==> src/rtl/ro_bit_collector.sv <==
// ro_bit_collector: ring-oscillator sampler for the TRNG datapath.
// Holds or releases the RO, synchronizes and strobes its output, runs a sticky
// repetition-count health check on raw samples and packs accepted bits into
// WIDTH-bit words offered on a valid/ready port.
// Optional feature: define VON_NEUMANN_EN to debias sample pairs before packing.
module ro_bit_collector #(
    parameter int WIDTH         = 8,
    parameter int SAMPLE_DIV    = 4,
    parameter int WARMUP_CYCLES = 16,
    parameter int REP_LIMIT     = 32
) (
    input  logic             clock,
    input  logic             reset,
    input  logic             enable,
    input  logic             ro_signal,
    output logic             ro_stop,
    output logic [WIDTH-1:0] out_data,
    output logic             out_valid,
    input  logic             out_ready,
    output logic             health_fail
);

    localparam int DIV_W  = $clog2(SAMPLE_DIV);
    localparam int WARM_W = (WARMUP_CYCLES > 1) ? $clog2(WARMUP_CYCLES) : 1;
    localparam int RUN_W  = $clog2(REP_LIMIT + 1);
    localparam int CNT_W  = $clog2(WIDTH + 1);

    localparam logic [DIV_W-1:0]  DIV_LAST  = DIV_W'(SAMPLE_DIV - 1);
    localparam logic [WARM_W-1:0] WARM_LAST = WARM_W'(WARMUP_CYCLES - 1);
    localparam logic [RUN_W-1:0]  RUN_TRIP  = RUN_W'(REP_LIMIT);
    localparam logic [CNT_W-1:0]  CNT_LAST  = CNT_W'(WIDTH - 1);
    localparam logic [CNT_W-1:0]  CNT_FULL  = CNT_W'(WIDTH);

    typedef enum logic [1:0] {
        IDLE,
        WARMUP,
        RUN,
        STALL
    } state_t;

    state_t state, state_next;

    logic              sync_meta;
    logic              sample;
    logic              prev_sample;
    logic [RUN_W-1:0]  run_cnt;
    logic [RUN_W-1:0]  run_next;
    logic [DIV_W-1:0]  div_cnt;
    logic [WARM_W-1:0] warm_cnt;
    logic [WIDTH-1:0]  shifter;
    logic [CNT_W-1:0]  bit_cnt;
    logic [WIDTH-1:0]  new_word;
    logic [WIDTH-1:0]  load_data;
    logic              active;
    logic              out_free;
    logic              strobe;
    logic              trip;
    logic              bit_take;
    logic              bit_val;
    logic              word_done;
    logic              load_new;
    logic              load_stall;
    logic              load;

`ifdef VON_NEUMANN_EN
    logic pair_valid;
    logic pair_first;
`endif

    // Two-flop synchronizer for the free-running RO output; no reset because
    // its contents only matter once strobes begin, long after warm-up.
    always_ff @(posedge clock) begin
        sync_meta <= ro_signal;
        sample    <= sync_meta;
    end

    // Strobe generation, health-count lookahead and bit/word acceptance decode.
    always_comb begin
        active   = enable && !health_fail;
        out_free = !out_valid || out_ready;
        strobe   = (state == RUN) && active && (div_cnt == DIV_LAST);

        if (run_cnt == '0 || sample != prev_sample) begin
            run_next = RUN_W'(1);
        end else begin
            run_next = run_cnt + RUN_W'(1);
        end
        trip = strobe && (run_next == RUN_TRIP);

`ifdef VON_NEUMANN_EN
        bit_take = strobe && !trip && pair_valid && (pair_first != sample);
        bit_val  = pair_first;
`else
        bit_take = strobe && !trip;
        bit_val  = sample;
`endif

        new_word   = {shifter[WIDTH-2:0], bit_val};
        word_done  = bit_take && (bit_cnt == CNT_LAST);
        load_new   = word_done && out_free;
        load_stall = (state == STALL) && active && out_free;
        load       = load_new || load_stall;
        load_data  = load_stall ? shifter : new_word;
    end

    // FSM state register.
    always_ff @(posedge clock or posedge reset) begin
        if (reset) begin
            state <= IDLE;
        end else begin
            state <= state_next;
        end
    end

    // FSM next-state and RO halt control; losing enable or health always wins.
    always_comb begin
        state_next = state;
        ro_stop    = 1'b0;
        case (state)
            IDLE: begin
                ro_stop = 1'b1;
                if (active) begin
                    state_next = WARMUP;
                end
            end
            WARMUP: begin
                if (warm_cnt == WARM_LAST) begin
                    state_next = RUN;
                end
            end
            RUN: begin
                if (word_done && !out_free) begin
                    state_next = STALL;
                end
            end
            STALL: begin
                if (out_free) begin
                    state_next = RUN;
                end
            end
            default: begin
                state_next = IDLE;
            end
        endcase
        if (!active || trip) begin
            state_next = IDLE;
        end
    end

    // Warm-up timer and sample divider; the divider keeps turning while stalled
    // so sampling resumes on its regular cadence.
    always_ff @(posedge clock or posedge reset) begin
        if (reset) begin
            warm_cnt <= '0;
            div_cnt  <= '0;
        end else begin
            if (state == WARMUP) begin
                warm_cnt <= warm_cnt + WARM_W'(1);
            end else begin
                warm_cnt <= '0;
            end
            if (state == RUN || state == STALL) begin
                div_cnt <= (div_cnt == DIV_LAST) ? '0 : div_cnt + DIV_W'(1);
            end else begin
                div_cnt <= '0;
            end
        end
    end

    // Repetition-count health check on every raw strobed sample; failure is sticky.
    always_ff @(posedge clock or posedge reset) begin
        if (reset) begin
            run_cnt     <= '0;
            prev_sample <= 1'b0;
            health_fail <= 1'b0;
        end else begin
            if (state == IDLE) begin
                run_cnt <= '0;
            end else if (strobe) begin
                run_cnt     <= run_next;
                prev_sample <= sample;
            end
            if (trip) begin
                health_fail <= 1'b1;
            end
        end
    end

`ifdef VON_NEUMANN_EN
    // Pair tracker for the Von Neumann debiaser; forgotten whenever sampling pauses.
    always_ff @(posedge clock or posedge reset) begin
        if (reset) begin
            pair_valid <= 1'b0;
            pair_first <= 1'b0;
        end else if (state != RUN || trip) begin
            pair_valid <= 1'b0;
        end else if (strobe) begin
            if (!pair_valid) begin
                pair_first <= sample;
                pair_valid <= 1'b1;
            end else begin
                pair_valid <= 1'b0;
            end
        end
    end
`endif

    // Bit packer: newest bit enters at the LSB; a full word that cannot be
    // handed off parks here (bit_cnt == WIDTH) until the output register frees.
    always_ff @(posedge clock or posedge reset) begin
        if (reset) begin
            shifter <= '0;
            bit_cnt <= '0;
        end else if (state == IDLE || load_stall) begin
            shifter <= '0;
            bit_cnt <= '0;
        end else if (bit_take) begin
            if (word_done) begin
                shifter <= out_free ? '0 : new_word;
                bit_cnt <= out_free ? '0 : CNT_FULL;
            end else begin
                shifter <= new_word;
                bit_cnt <= bit_cnt + CNT_W'(1);
            end
        end
    end

    // Output holding register; survives enable drop and health failure.
    always_ff @(posedge clock or posedge reset) begin
        if (reset) begin
            out_data  <= '0;
            out_valid <= 1'b0;
        end else if (load) begin
            out_data  <= load_data;
            out_valid <= 1'b1;
        end else if (out_valid && out_ready) begin
            out_valid <= 1'b0;
        end
    end

endmodule

==> config.mk <==
export PLATFORM = sky130hd
export DESIGN_NAME = ro_bit_collector
export DESIGN_NICKNAME = d
export VERILOG_FILES = /design/src/rtl/ro_bit_collector.sv
export SDC_FILE = /design/constraint.sdc
export NUM_CORES = 1
export LEC_CHECK = 0
export BUFFER_PORTS_ARGS = -buffer_cell sky130_fd_sc_hd__clkbuf_2
export CORE_ASPECT_RATIO = 1.25
export CORE_MARGIN = 3
export CORE_UTILIZATION = 50
export DETAILED_ROUTE_END_ITERATION = 6
export PLACE_DENSITY = 0.66
export SLEW_MARGIN = 20
export SYNTH_ARGS = -nofsm -noshare
export SYNTH_HDL_FRONTEND = slang
export SYNTH_SLANG_ARGS = --single-unit
==> constraint.sdc <==
create_clock -name clock -period 3.9 [get_ports clock]
set_clock_uncertainty 0.1 [all_clocks]
set_input_delay 0.78 -clock clock [delete_from_list [all_inputs] [get_ports clock]]
set_output_delay 0.78 -clock clock [all_outputs]
set_load 0.05 [all_outputs]
# [After elaboration in Yosys (flattened, before gate mapping)]
# Cells that the tools add are included.
[word_totals] ff_bits=39 input_bits=5 wordCells=82
[classes] n_addsub=4 eq_ne=12 muxes=24 n_bitwise=1 reduce_logical=29
[op_table] operator="$mux 8" n=5
[op_table] operator="$mux 4" n=5
[op_table] operator="$mux 6" n=3
[op_table] operator="$mux 2" n=7
[op_table] operator="$logic_and 1x1->1" n=11
[op_table] operator="$ne 3x3->1 const B" n=3
[op_table] operator="$add 4x1->4 const B" n=2
[op_table] operator="$pmux 2 s4" n=1
[op_table] operator="$add 6x1->6 const B" n=1
[op_table] operator="$eq 2x2->1 const B" n=3
[op_table] operator="$eq 6x6->1 const B" n=1
[op_table] operator="$logic_not 6->1" n=1
[op_table] operator="$logic_or 1x1->1" n=6
[op_table] operator="$reduce_bool 2->1" n=3
[op_table] operator="$logic_not 1->1" n=5
[op_table] operator="$eq 4x3->1 const B" n=1
[op_table] operator="$eq 4x4->1 const B" n=1
[op_table] operator="$reduce_and 4->1" n=1
[op_table] operator="$mux 1" n=3
[op_table] operator="$ne 3x2->1 const B" n=1
[op_table] operator="$add 2x1->2 const B" n=1
[op_table] operator="$eq 2x1->1 const B" n=1
[op_table] operator="$logic_not 2->1" n=1
[op_table] operator="$reduce_and 2->1" n=1
[op_table] operator="other kinds (2)" n=2

# [Logic depth before layout (Yosys ltp)]
# Gate-level depths: netlist of the first run.
[logic_depth] depth_word=12 ltp_mapped=7

# [Worst setup path before layout of the first run]
# No wires, ideal clock.
[synth_timing] path_kind="input to register" startpoint="input port enable" endpoint="register bit_cnt[0]" arrival_time_ns=1.935 required_ns=3.676 slack_ns=1.741 cell_stages=6 cell_sequence="nor2b_1 -> and4_1 -> clkbuf_1 -> nor2_1 -> clkbuf_1 -> a21boi_1"
[synth_between] elab_chain_len=10
[synth_rtl] item="start: declaration" line_no="14" rtl="input logic enable,"
[synth_rtl] item="$logic_and 1x1->1 *" line_no="79" rtl="active = enable && !health_fail;"
[synth_rtl] item="$logic_and 1x1->1 (2 in a row)" line_no="81" rtl="strobe = (state == RUN) && active && (div_cnt == DIV_LAST);"
[synth_rtl] item="$logic_and 1x1->1" line_no="88" rtl="trip = strobe && (run_next == RUN_TRIP);"
[synth_rtl] item="$logic_not 1->1" line_no="94" rtl="bit_take = strobe && !trip;"
[synth_rtl] item="$logic_and 1x1->1" line_no="94"
[synth_rtl] item="$logic_and 1x1->1" line_no="99" rtl="word_done = bit_take && (bit_cnt == CNT_LAST);"
[synth_rtl] item="$mux 4" line_no="218" rtl="if (word_done) begin"
[synth_rtl] item="$mux 4" line_no="217" rtl="end else if (bit_take) begin"
[synth_rtl] item="$mux 4" line_no="214" rtl="end else if (state == IDLE || load_stall) begin"
[synth_rtl] item="end signal: assignment" line_no="220" rtl="bit_cnt <= out_free ? '0 : CNT_FULL;"
[synth_rtl] item="end signal: assignment" line_no="223" rtl="bit_cnt <= bit_cnt + CNT_W'(1);"
[synth_rtl] item="end: declaration" line_no="51" rtl="logic [CNT_W-1:0] bit_cnt;"
# Every way passes the cells marked *; elsewhere a longest branch is shown, timed or not. The select of a mux whose other input is x is not followed.
# A chain may end at the register's enable or synchronous reset.

# [Worst setup path after layout of the first run]
[layout_timing] startpoint="input port out_ready" endpoint="register bit_cnt[3]"
[layout_between] elab_chain_len=5
[layout_rtl] item="start: declaration" line_no="19" rtl="input logic out_ready,"
[layout_rtl] item="$logic_or 1x1->1 *" line_no="80" rtl="out_free = !out_valid || out_ready;"
[layout_rtl] item="$mux 4" line_no="220"
[layout_rtl] item="$mux 4" line_no="218"
[layout_rtl] item="$mux 4" line_no="217"
[layout_rtl] item="$mux 4" line_no="214"
# Marks and branches as above.

==> out/results.tsv, run 1 <==
stage	metric	value	unit
clock_tree	H-Tree Depth	2	
sta	Slew HR	51.6	%
sta	period utilisation layout	57.7	%
clock_tree	TritonCTS clock tree	done	
worst_setup_path	critical path type	primary input to flip-flop	
global_route	via count of the first global-routing pass	1548	
synthesis	EDFF count, synth	0	
worst_setup_path	Crit path arrival time	2.36	ns
power_and_ir_drop	P per Cell Area	378	nW/um^2
die	die height	75.2	um
placement	HPWL after DPL	2.71	mm
routing	wirelength, routed	3.83	mm
power_and_ir_drop	worst vdd ir	0.289	mV
routing	DRC Markers	0	
clock_tree	Post-CTS Repair Setup Buffers	0	
synthesis	ys async rst share	94.9	%
worst_setup_path	crit end category	flip-flop	
worst_setup_path	Worst Setup Start Kind	primary input	
die	total core area	3570	um^2
power_and_ir_drop	P_leak	1.08	nW
routing	Pre-Repair DR Iteration Count	4	
cells_and_area	most frequent cells in the layout	dfrtp_1 (37), nand2_1 (24), nor2_1 (18), o21ai_0 (18), clkbuf_2 (15)	
global_route	Total Routing Usage GR	19.9	%
placement	GP Congestion	0.812	
routing	Wirelength per Cell	15.1	um
placement	Port Buf Inserts	15	
synthesis	synth warn	0	
synthesis	syn_nets	206	
die	die width	61.4	um
clock_tree	maximum clock insertion buffer count	2	
routing	post-route ant nets	0	
run	maxcap violations	0	
placement	placed cell areas	2020	um^2
die	Starting Density	53.6	%
hold_path	Hold Crit Class	flip-flop to flip-flop	
sta	Worst-Margin Slew	0.723	ns
worst_setup_path	required time worst endpoint	4.01	ns
synthesis	synth unique cells	47	
sta	Final Hold Viols	0	
sta	post-layout min period	2.25	ns
global_route	pin count of the biggest net entering global routing	38	
synthesis	cell count after synthesis	196	
outcome	status	complete, no violations	
cells_and_area	fin nets	223	
global_route	Remaining Overflow, GRT	0	
global_route	first-pass GRT wire length	6.89	mm
sta	setup TNS	0	ns
sta	RSZ-0062 raised after global routing	no	
die	# rows	24	
cells_and_area	post-route cell area	2140	um^2
clock_tree	CTS resizes	0	
synthesis	average size of a mapped cell	9.78	um^2
sta	final setup violation count	0	
routing	Initial DRC Count	73	
die	area of the die	4620	um^2
synthesis	sequential fraction of the synthesis area	50.4	%
cells_and_area	Layout Area Growth over Synthesis	11.5	%
clock_tree	cts hold-fix bufs	0	
clock_tree	clk sinks	39	
cells_and_area	Antenna Cells	0	
routing	DR vias	1506	
clock_tree	Clk Latency, worst-skew pair	0.29	ns
clock_tree	CTS clk-pin slew, worst paths	0.07	ns
die	# IOs	16	
clock_tree	CTS Root Cell	clkbuf_8	
global_route	initial antenna violation count	0	
synthesis	Primary FF master, synth	dfrtp_1	
sta	Max Clock Freq	0.444	GHz
routing	vias per cell	5.95	
worst_setup_path	Max Fanout on Critical Path	12	
synthesis	Seq cells post-synth	39	
synthesis	Netlist Area Pre-Place	1920	um^2
cells_and_area	layout cells sized above 1	13.6	%
sta	final slew viol count	0	
cells_and_area	most common library cell in the layout ignoring fill and taps	dfrtp_1	
clock_tree	number of buffers created by CTS	5	
layer usage:
layer,vias to the layer above,global-route usage [%],wire (um)
met5,-,0,0
met1,737,24.9,1720
met3,9,3.95,139
met2,28,33.4,1880
met4,0,8.25,95
li1,732,-,-
kinds of logic (layout without fill, tap and decap cells):
logic type / after synthesis / after routing / synth area share (%)
simple gates: 73 / 73 / 19.1
compound gates: 51 / 51 / 17.0
flops: 39 / 39 / 50.4
buf+inv: 14 / 32 / 3.26
mux: 9 / 9 / 4.70
fa+ha+maj: 5 / 5 / 3.26
xor+xnor: 5 / 5 / 2.28
where the power goes:
part	internal, mW	total, mW	switching, mW	leakage, nW
logic	0.0107	0.0436	0.0329	0.496
clock network	0.207	0.348	0.141	0.0612
registers	0.411	0.417	0.00519	0.527
total	0.629	0.808	0.179	1.08
worst paths after layout:
path                                   startpoint                      to  slack, ns  cells after the start
setup / recovery                        out_ready  bit_cnt[3]$_DFFE_PP0P_       1.65                      6
hold / removal                  sync_meta$_DFF_P_         bit_val$_DFF_P_       0.23                      0
setup reg to reg           run_cnt[0]$_DFFE_PP0P_    state[0]$_DFFE_PP0P_       1.66                      6
hold reg to reg                 sync_meta$_DFF_P_         bit_val$_DFF_P_       0.23                      0
max in group asynchronous                   reset  shifter[5]$_DFFE_PP0P_       2.90                      3
min in group asynchronous                   reset   warm_cnt[1]$_DFF_PP0_       0.46                      3
critical path, cell delays in order:
cell and delay [ns]:
clkbuf_2 0.09, nand2b_1 0.19, and4_1 0.32, nor2_1 0.60, o311ai_0 0.24, o21ai_0 0.12
state kept, by name (all words and copies together), names as in the netlist:
register and cells:
out_valid 1, bit_cnt 4, warm_cnt 4, run_cnt 6, sync_meta 1, out_data 8
div_cnt 2, bit_val 1, state 2, shifter 8, prev_sample 1, health_fail 1
metrics by stage:
| stage | total power [mW] | hold slack (ns) | instances | utilization [%] | setup slack (ns) |
|---|---|---|---|---|---|
| 5_1_grt | 0.839 | 0.244 | 253 | 59.8 | 1.40 |
| 2_1_floorplan | 0.456 | 0.210 | 196 | - | 1.74 |
| 6_report | 0.808 | 0.229 | 253 | 59.8 | 1.65 |
| 4_1_cts | 0.817 | 0.233 | 253 | 59.8 | 1.64 |
| 3_5_place_dp | 0.469 | 0.214 | 245 | 56.5 | 1.38 |
| 3_3_place_gp | 0.468 | 0.215 | 245 | 56.5 | 1.46 |
synthesized netlist by cell type (2+ instances only):
cell type	count	area, um^2
nand2b_1	4	25.0
dfxtp_1	2	40.0
mux2i_1	9	90.1
and2_1	2	12.5
nand2_1	24	90.1
and3b_1	2	17.5
a22o_1	3	26.3
nand3_1	7	35.0
clkbuf_1	4	15.0
and3_1	2	12.5
xnor2_1	4	35.0
ha_1	5	62.6
a31oi_1	9	56.3
inv_1	7	26.3
nor2b_1	2	12.5
o21ai_0	18	90.1
dfrtp_1	37	926
a221o_1	2	20.0
nor2_1	18	67.6
a21oi_1	8	40.0
cell type report:
class,instances,area (um^2)
Inverter,7,26.3
Tap cell,39,48.8
Fill cell,319,1440
Sequential cell,39,966
Clock inverter,2,35.0
Multi-Input combinational cell,143,888
Timing Repair Buffer,17,90.1
Clock buffer,6,82.6
Note: power is estimated with default switching activity, not from simulation.
==> inputs of run 2 (changes only) <==
Clock period 3.9 ns to 2.11 ns, I/O delays scaled along.
==> out/results.tsv, run 2 (synthesis results as in run 1) <==
stage	metric	value	unit
routing	wirelength, routed	4.50	mm
worst_setup_path	Max Fanout on Critical Path	5	
sta	Final Hold Viols	0	
clock_tree	CTS clk-pin slew, worst paths	0.08	ns
cells_and_area	Top Registers	out_data (8), shifter (8), run_cnt (6)	
global_route	Total Routing Usage GR	21.3	%
sta	post-layout min period	2.12	ns
power_and_ir_drop	cell internal pwr	1.17	mW
placement	Port Buf Inserts	15	
clock_tree	CTS Root Cell	clkbuf_8	
routing	Wirelength per Cell	16.6	um
clock_tree	H-Tree Depth	2	
worst_setup_path	critical path type	flip-flop to flip-flop	
cells_and_area	layout cells sized above 1	24.6	%
worst_setup_path	FF-to-FF Start	run_cnt[0]$_DFFE_PP0P_	
clock_tree	clk sinks	39	
die	total core area	3570	um^2
worst_setup_path	Largest delay share family, worst path	simple AND/OR/NAND/NOR gates	
run	maxcap violations	0	
worst_setup_path	crit end category	flip-flop	
global_route	via count of the first global-routing pass	1518	
sta	Worst-Margin Slew	0.458	ns
cells_and_area	fin nets	241	
cells_and_area	Antenna Cells	0	
placement	GP Congestion	0.880	
outcome	failing checks	negative setup slack	
worst_setup_path	cells along the critical path	inv_1 -> ha_4 -> nand3b_1 -> buf_4 -> a221oi_2 -> buf_2 -> or4_4 -> a21boi_2	
sta	Max Clock Freq	0.473	GHz
routing	DR vias	1611	
global_route	first-pass GRT wire length	7.17	mm
die	# rows	24	
power_and_ir_drop	combinational share of power	5.7	%
routing	vias per cell	5.94	
cells_and_area	final design utilization	65.2	%
power_and_ir_drop	P per Cell Area	646	nW/um^2
power_and_ir_drop	worst vdd ir	0.549	mV
worst_setup_path	reg2reg setup slack	-0.005	ns
worst_setup_path	worst path bufs/invs	3	
worst_setup_path	worst stage delay on the critical path	0.48	ns
routing	Pre-Repair DR Iteration Count	4	
sta	final slew viol count	0	
routing	post-route ant nets	0	
outcome	status	finished with violations	
die	area of the die	4620	um^2
sta	RSZ-0062 raised after global routing	yes	
clock_tree	Clk Latency, worst-skew pair	0.30	ns
worst_setup_path	CP max-delay cell	or4_4	
power_and_ir_drop	Sw Share	22.6	%
global_route	pin count of the biggest net entering global routing	38	
clock_tree	maximum clock insertion buffer count	2	
sta	setup TNS	-0.00521	ns
clock_tree	number of buffers created by CTS	5	
sta	final setup violation count	1	
clock_tree	TritonCTS clock tree	done	
worst_setup_path	worst-case reg-to-reg path depth	8	
global_route	initial antenna violation count	0	
die	die height	75.2	um
routing	DRC Markers	0	
die	Starting Density	53.6	%
global_route	Remaining Overflow, GRT	0	
power_and_ir_drop	net switching power	339	uW
sta	period utilisation layout	100	%
worst_setup_path	required time worst endpoint	2.24	ns
hold_path	Hold Crit Class	primary input to async pin	
worst_setup_path	Crit path arrival time	2.24	ns
die	# IOs	16	
placement	dpl ws	0.0138	ns
routing	Initial DRC Count	112	
cells_and_area	most common library cell in the layout ignoring fill and taps	dfrtp_1	
power_and_ir_drop	Pwr Total	1.50	mW
placement	HPWL after DPL	3.08	mm
power_and_ir_drop	Reg power frac	51.1	%
worst_setup_path	Crit Reg-Reg Endpoint	bit_cnt[0]$_DFFE_PP0P_	
power_and_ir_drop	P_leak	1.18	nW
worst_setup_path	Worst Setup Start Kind	flip-flop	
sta	Slew HR	69.4	%
sta	Setup WS post-layout	-0.00521	ns
cells_and_area	Layout Area Growth over Synthesis	21.6	%
clock_tree	cts hold-fix bufs	0	
cells_and_area	most frequent cells in the layout	dfrtp_1 (33), nand2_1 (24), buf_4 (18), nor2_1 (17), o21ai_0 (16)	
power_and_ir_drop	clock share of power	43.1	%
die	die width	61.4	um
## run 2: how the worst max path moves through the flow
stage / depth (start not counted) / slack [ns] / to / from
after floorplan: 7 / 0.11 / shifter[0]$_DFFE_PP0P_ / out_valid$_DFFE_PP0P_
after global placement: 8 / 0.08 / bit_cnt[0]$_DFFE_PP0P_ / run_cnt[1]$_DFFE_PP0P_
after detailed placement: 7 / 0.01 / bit_cnt[0]$_DFFE_PP0P_ / run_cnt[1]$_DFFE_PP0P_
after CTS: 8 / 0.002 / bit_cnt[0]$_DFFE_PP0P_ / run_cnt[1]$_DFFE_PP0P_
after global routing: 8 / -0.06 / bit_cnt[0]$_DFFE_PP0P_ / run_cnt[1]$_DFFE_PP0P_
final: 8 / -0.005 / bit_cnt[0]$_DFFE_PP0P_ / run_cnt[0]$_DFFE_PP0P_
## run 2: worst min-delay path: stages
cell	delay (ns)
clkbuf_2	0.08
inv_1	0.04
buf_4	0.40
## run 2: metrics by stage
step	hold WS (ns)	cell area, um^2	std cells
after floorplan	0.210	1920	196
after global placement	0.217	2140	259
after detailed placement	0.215	2140	259
after CTS	0.114	2250	267
after global routing	0.112	2330	271
final	0.105	2330	271
## run 2: power groups by stage
stage               sequential, mW  clock, mW  combinational [mW]
CTS                          0.769      0.663              0.0875
global placement             0.783          0              0.0850
detailed placement           0.784          0              0.0869
floorplan                    0.805          0              0.0379
global route                 0.771      0.686              0.0965
finish                       0.769      0.649              0.0862
## run 2: per-layer routing
| layer | GRT usage [%] | up-vias | wire, um |
|---|---|---|---|
| met4 | 9.20 | 0 | 109 |
| met3 | 4.29 | 11 | 205 |
| met1 | 26.6 | 786 | 1860 |
| met5 | 0 | - | 0 |
| li1 | - | 770 | - |
| met2 | 35.5 | 44 | 2320 |
## run 2: what timing repair did
item                                    4_1_cts  5_1_grt
buffers inserted                              0        3
gates cloned                                  0        1
gates resized for setup                       1       13
pin swaps                                     0        3
endpoints found under the setup margin        1       22
## run 2: area by class of cell
class,instances,area [um^2]
clock buffers,6,82.6
repair buffers,35,235
clock inverters,2,35.0
well taps,39,48.8
multi-input cells,143,932
fillers,305,1240
flip-flops and latches,39,971
inverters,7,26.3
==> inputs of run 3 (changes only) <==
Settings changed: PLACE_DENSITY 0.66 to 0.68.
Clock period 2.11 ns to 1.8 ns, I/O delays scaled along.
==> out/results.tsv, run 3 (synthesis results as in run 1) <==
stage	metric	value	unit
sta	Setup WS post-layout	-0.262	ns
outcome	status	finished with violations	
clock_tree	number of buffers created by CTS	5	
worst_setup_path	cells along the critical path	and3_4 -> o211ai_1 -> buf_4 -> a221oi_4 -> buf_4 -> or4_4 -> a21boi_2	
die	# IOs	16	
routing	vias per cell	5.85	
cells_and_area	final std cells w/o fill	283	
outcome	failing checks	negative setup slack	
die	area of the die	4620	um^2
clock_tree	maximum clock insertion buffer count	2	
die	Starting Density	53.6	%
cells_and_area	most frequent cells in the layout	dfrtp_1 (30), buf_4 (27), nand2_1 (24), nor2_1 (16), clkbuf_2 (14)	
worst_setup_path	required time worst endpoint	1.92	ns
hold_path	Hold Crit Class	primary input to async pin	
placement	HPWL after DPL	3.16	mm
global_route	Total Routing Usage GR	21.4	%
worst_setup_path	Largest delay share family, worst path	simple AND/OR/NAND/NOR gates	
routing	Initial DRC Count	133	
sta	Slew HR	65.2	%
sta	final slew viol count	0	
cells_and_area	fin nets	253	
die	die height	75.2	um
power_and_ir_drop	worst vdd ir	0.481	mV
clock_tree	H-Tree Depth	2	
clock_tree	Clk Latency, worst-skew pair	0.29	ns
routing	Pre-Repair DR Iteration Count	4	
placement	GP Congestion	0.864	
clock_tree	CTS Root Cell	clkbuf_8	
sta	Final Hold Viols	0	
global_route	pin count of the biggest net entering global routing	38	
clock_tree	clk sinks	39	
global_route	Remaining Overflow, GRT	0	
cells_and_area	Layout Area Growth over Synthesis	30.5	%
cells_and_area	final design utilization	70.0	%
sta	period utilisation layout	115	%
sta	Worst-Margin Slew	0.520	ns
global_route	via count of the first global-routing pass	1681	
routing	Wirelength per Cell	15.9	um
worst_setup_path	Worst Setup Start Kind	flip-flop	
placement	dpl ws	-0.266	ns
die	# rows	24	
global_route	initial antenna violation count	0	
cells_and_area	Antenna Cells	0	
die	total core area	3570	um^2
worst_setup_path	Max Fanout on Critical Path	6	
cells_and_area	Top Registers	out_data (8), shifter (8), run_cnt (6)	
sta	final setup violation count	25	
routing	DR vias	1655	
routing	wirelength, routed	4.51	mm
worst_setup_path	worst path bufs/invs	2	
cells_and_area	most common library cell in the layout ignoring fill and taps	dfrtp_1	
power_and_ir_drop	P_leak	1.22	nW
worst_setup_path	crit end category	flip-flop	
global_route	first-pass GRT wire length	7.33	mm
routing	post-route ant nets	0	
placement	Port Buf Inserts	15	
routing	DRC Markers	0	
sta	post-layout min period	2.06	ns
worst_setup_path	worst stage delay on the critical path	0.48	ns
clock_tree	TritonCTS clock tree	done	
worst_setup_path	Worst path most repeated cell	buf_4	
clock_tree	cts hold-fix bufs	0	
placement	placed cells	270	
cells_and_area	layout cells sized above 1	35.2	%
run	maxcap violations	0	
worst_setup_path	Crit path arrival time	2.18	ns
worst_setup_path	CP max-delay cell	dfrtp_2	
worst_setup_path	critical path type	flip-flop to flip-flop	
clock_tree	CTS clk-pin slew, worst paths	0.08	ns
die	die width	61.4	um
power_and_ir_drop	P per Cell Area	632	nW/um^2
sta	RSZ-0062 raised after global routing	yes	
sta	Max Clock Freq	0.485	GHz
==> run 3: repair_timing <==
action                                 4_1_cts  5_1_grt
setup endpoints to repair                   27       31
setup buffers                                5        0
gates cloned                                 0        1
endpoints found under the hold margin        0        0
resized for setup                           21       22
pin swaps                                   13        4
==> run 3: cell type report <==
type	count	area [um^2]
Inverter	7	26.3
Clock inverter	3	15.0
Clock buffer	5	68.8
Multi-Input combinational cell	144	1020
Fill cell	264	1070
Timing Repair Buffer	46	347
Tap cell	39	48.8
Sequential cell	39	975
==> run 3: through the flow <==
step                hold slack [ns]  total power, mW  instance area (um^2)  TNS [ns]
CTS                          0.0587             1.59                  2420     -4.14
finish                       0.0428             1.58                  2500     -3.94
floorplan                     0.210            0.990                  1940    -0.338
detailed placement            0.231             1.03                  2250     -5.58
global route                 0.0582             1.65                  2500     -5.87
global placement              0.211             1.02                  2250     -4.17
==> run 3: tightest hold or removal path: stages <==
cell	delay (ns)
clkbuf_2	0.08
inv_1	0.04
buf_4	0.40
==> run 3: final timing paths <==
kind                                   startpoint                       to  slack [ns]  depth (start not counted)
setup / recovery           run_cnt[1]$_DFFE_PP0P_   bit_cnt[0]$_DFFE_PP0P_       -0.26                          7
hold / removal                              reset  out_data[1]$_DFFE_PP0P_        0.04                          3
setup reg to reg           run_cnt[1]$_DFFE_PP0P_   bit_cnt[0]$_DFFE_PP0P_       -0.26                          7
hold reg to reg                 sync_meta$_DFF_P_          bit_val$_DFF_P_        0.24                          0
max in group asynchronous                   reset   run_cnt[1]$_DFFE_PP0P_        1.19                          3
min in group clock                      ro_signal        sync_meta$_DFF_P_        0.07                          1
==> run 3: power by group <==
group	switching, mW	total [mW]	internal (mW)	leakage (nW)
clock	0.307	0.572	0.265	0.0477
combinational	0.0772	0.108	0.0311	0.656
sequential	0.00956	0.901	0.891	0.516
total	0.394	1.58	1.19	1.22
==> run 3: per-layer routing <==
layer | GRT usage (%) | wire length (um) | vias up | share of wire, %
li1 | - | - | 793 | -
met1 | 25.3 | 1850 | 815 | 41
met2 | 36.8 | 2390 | 36 | 53
met3 | 4.63 | 168 | 11 | 3.7
met4 | 9.20 | 92 | 0 | 2.0
met5 | 0 | 0 | - | 0
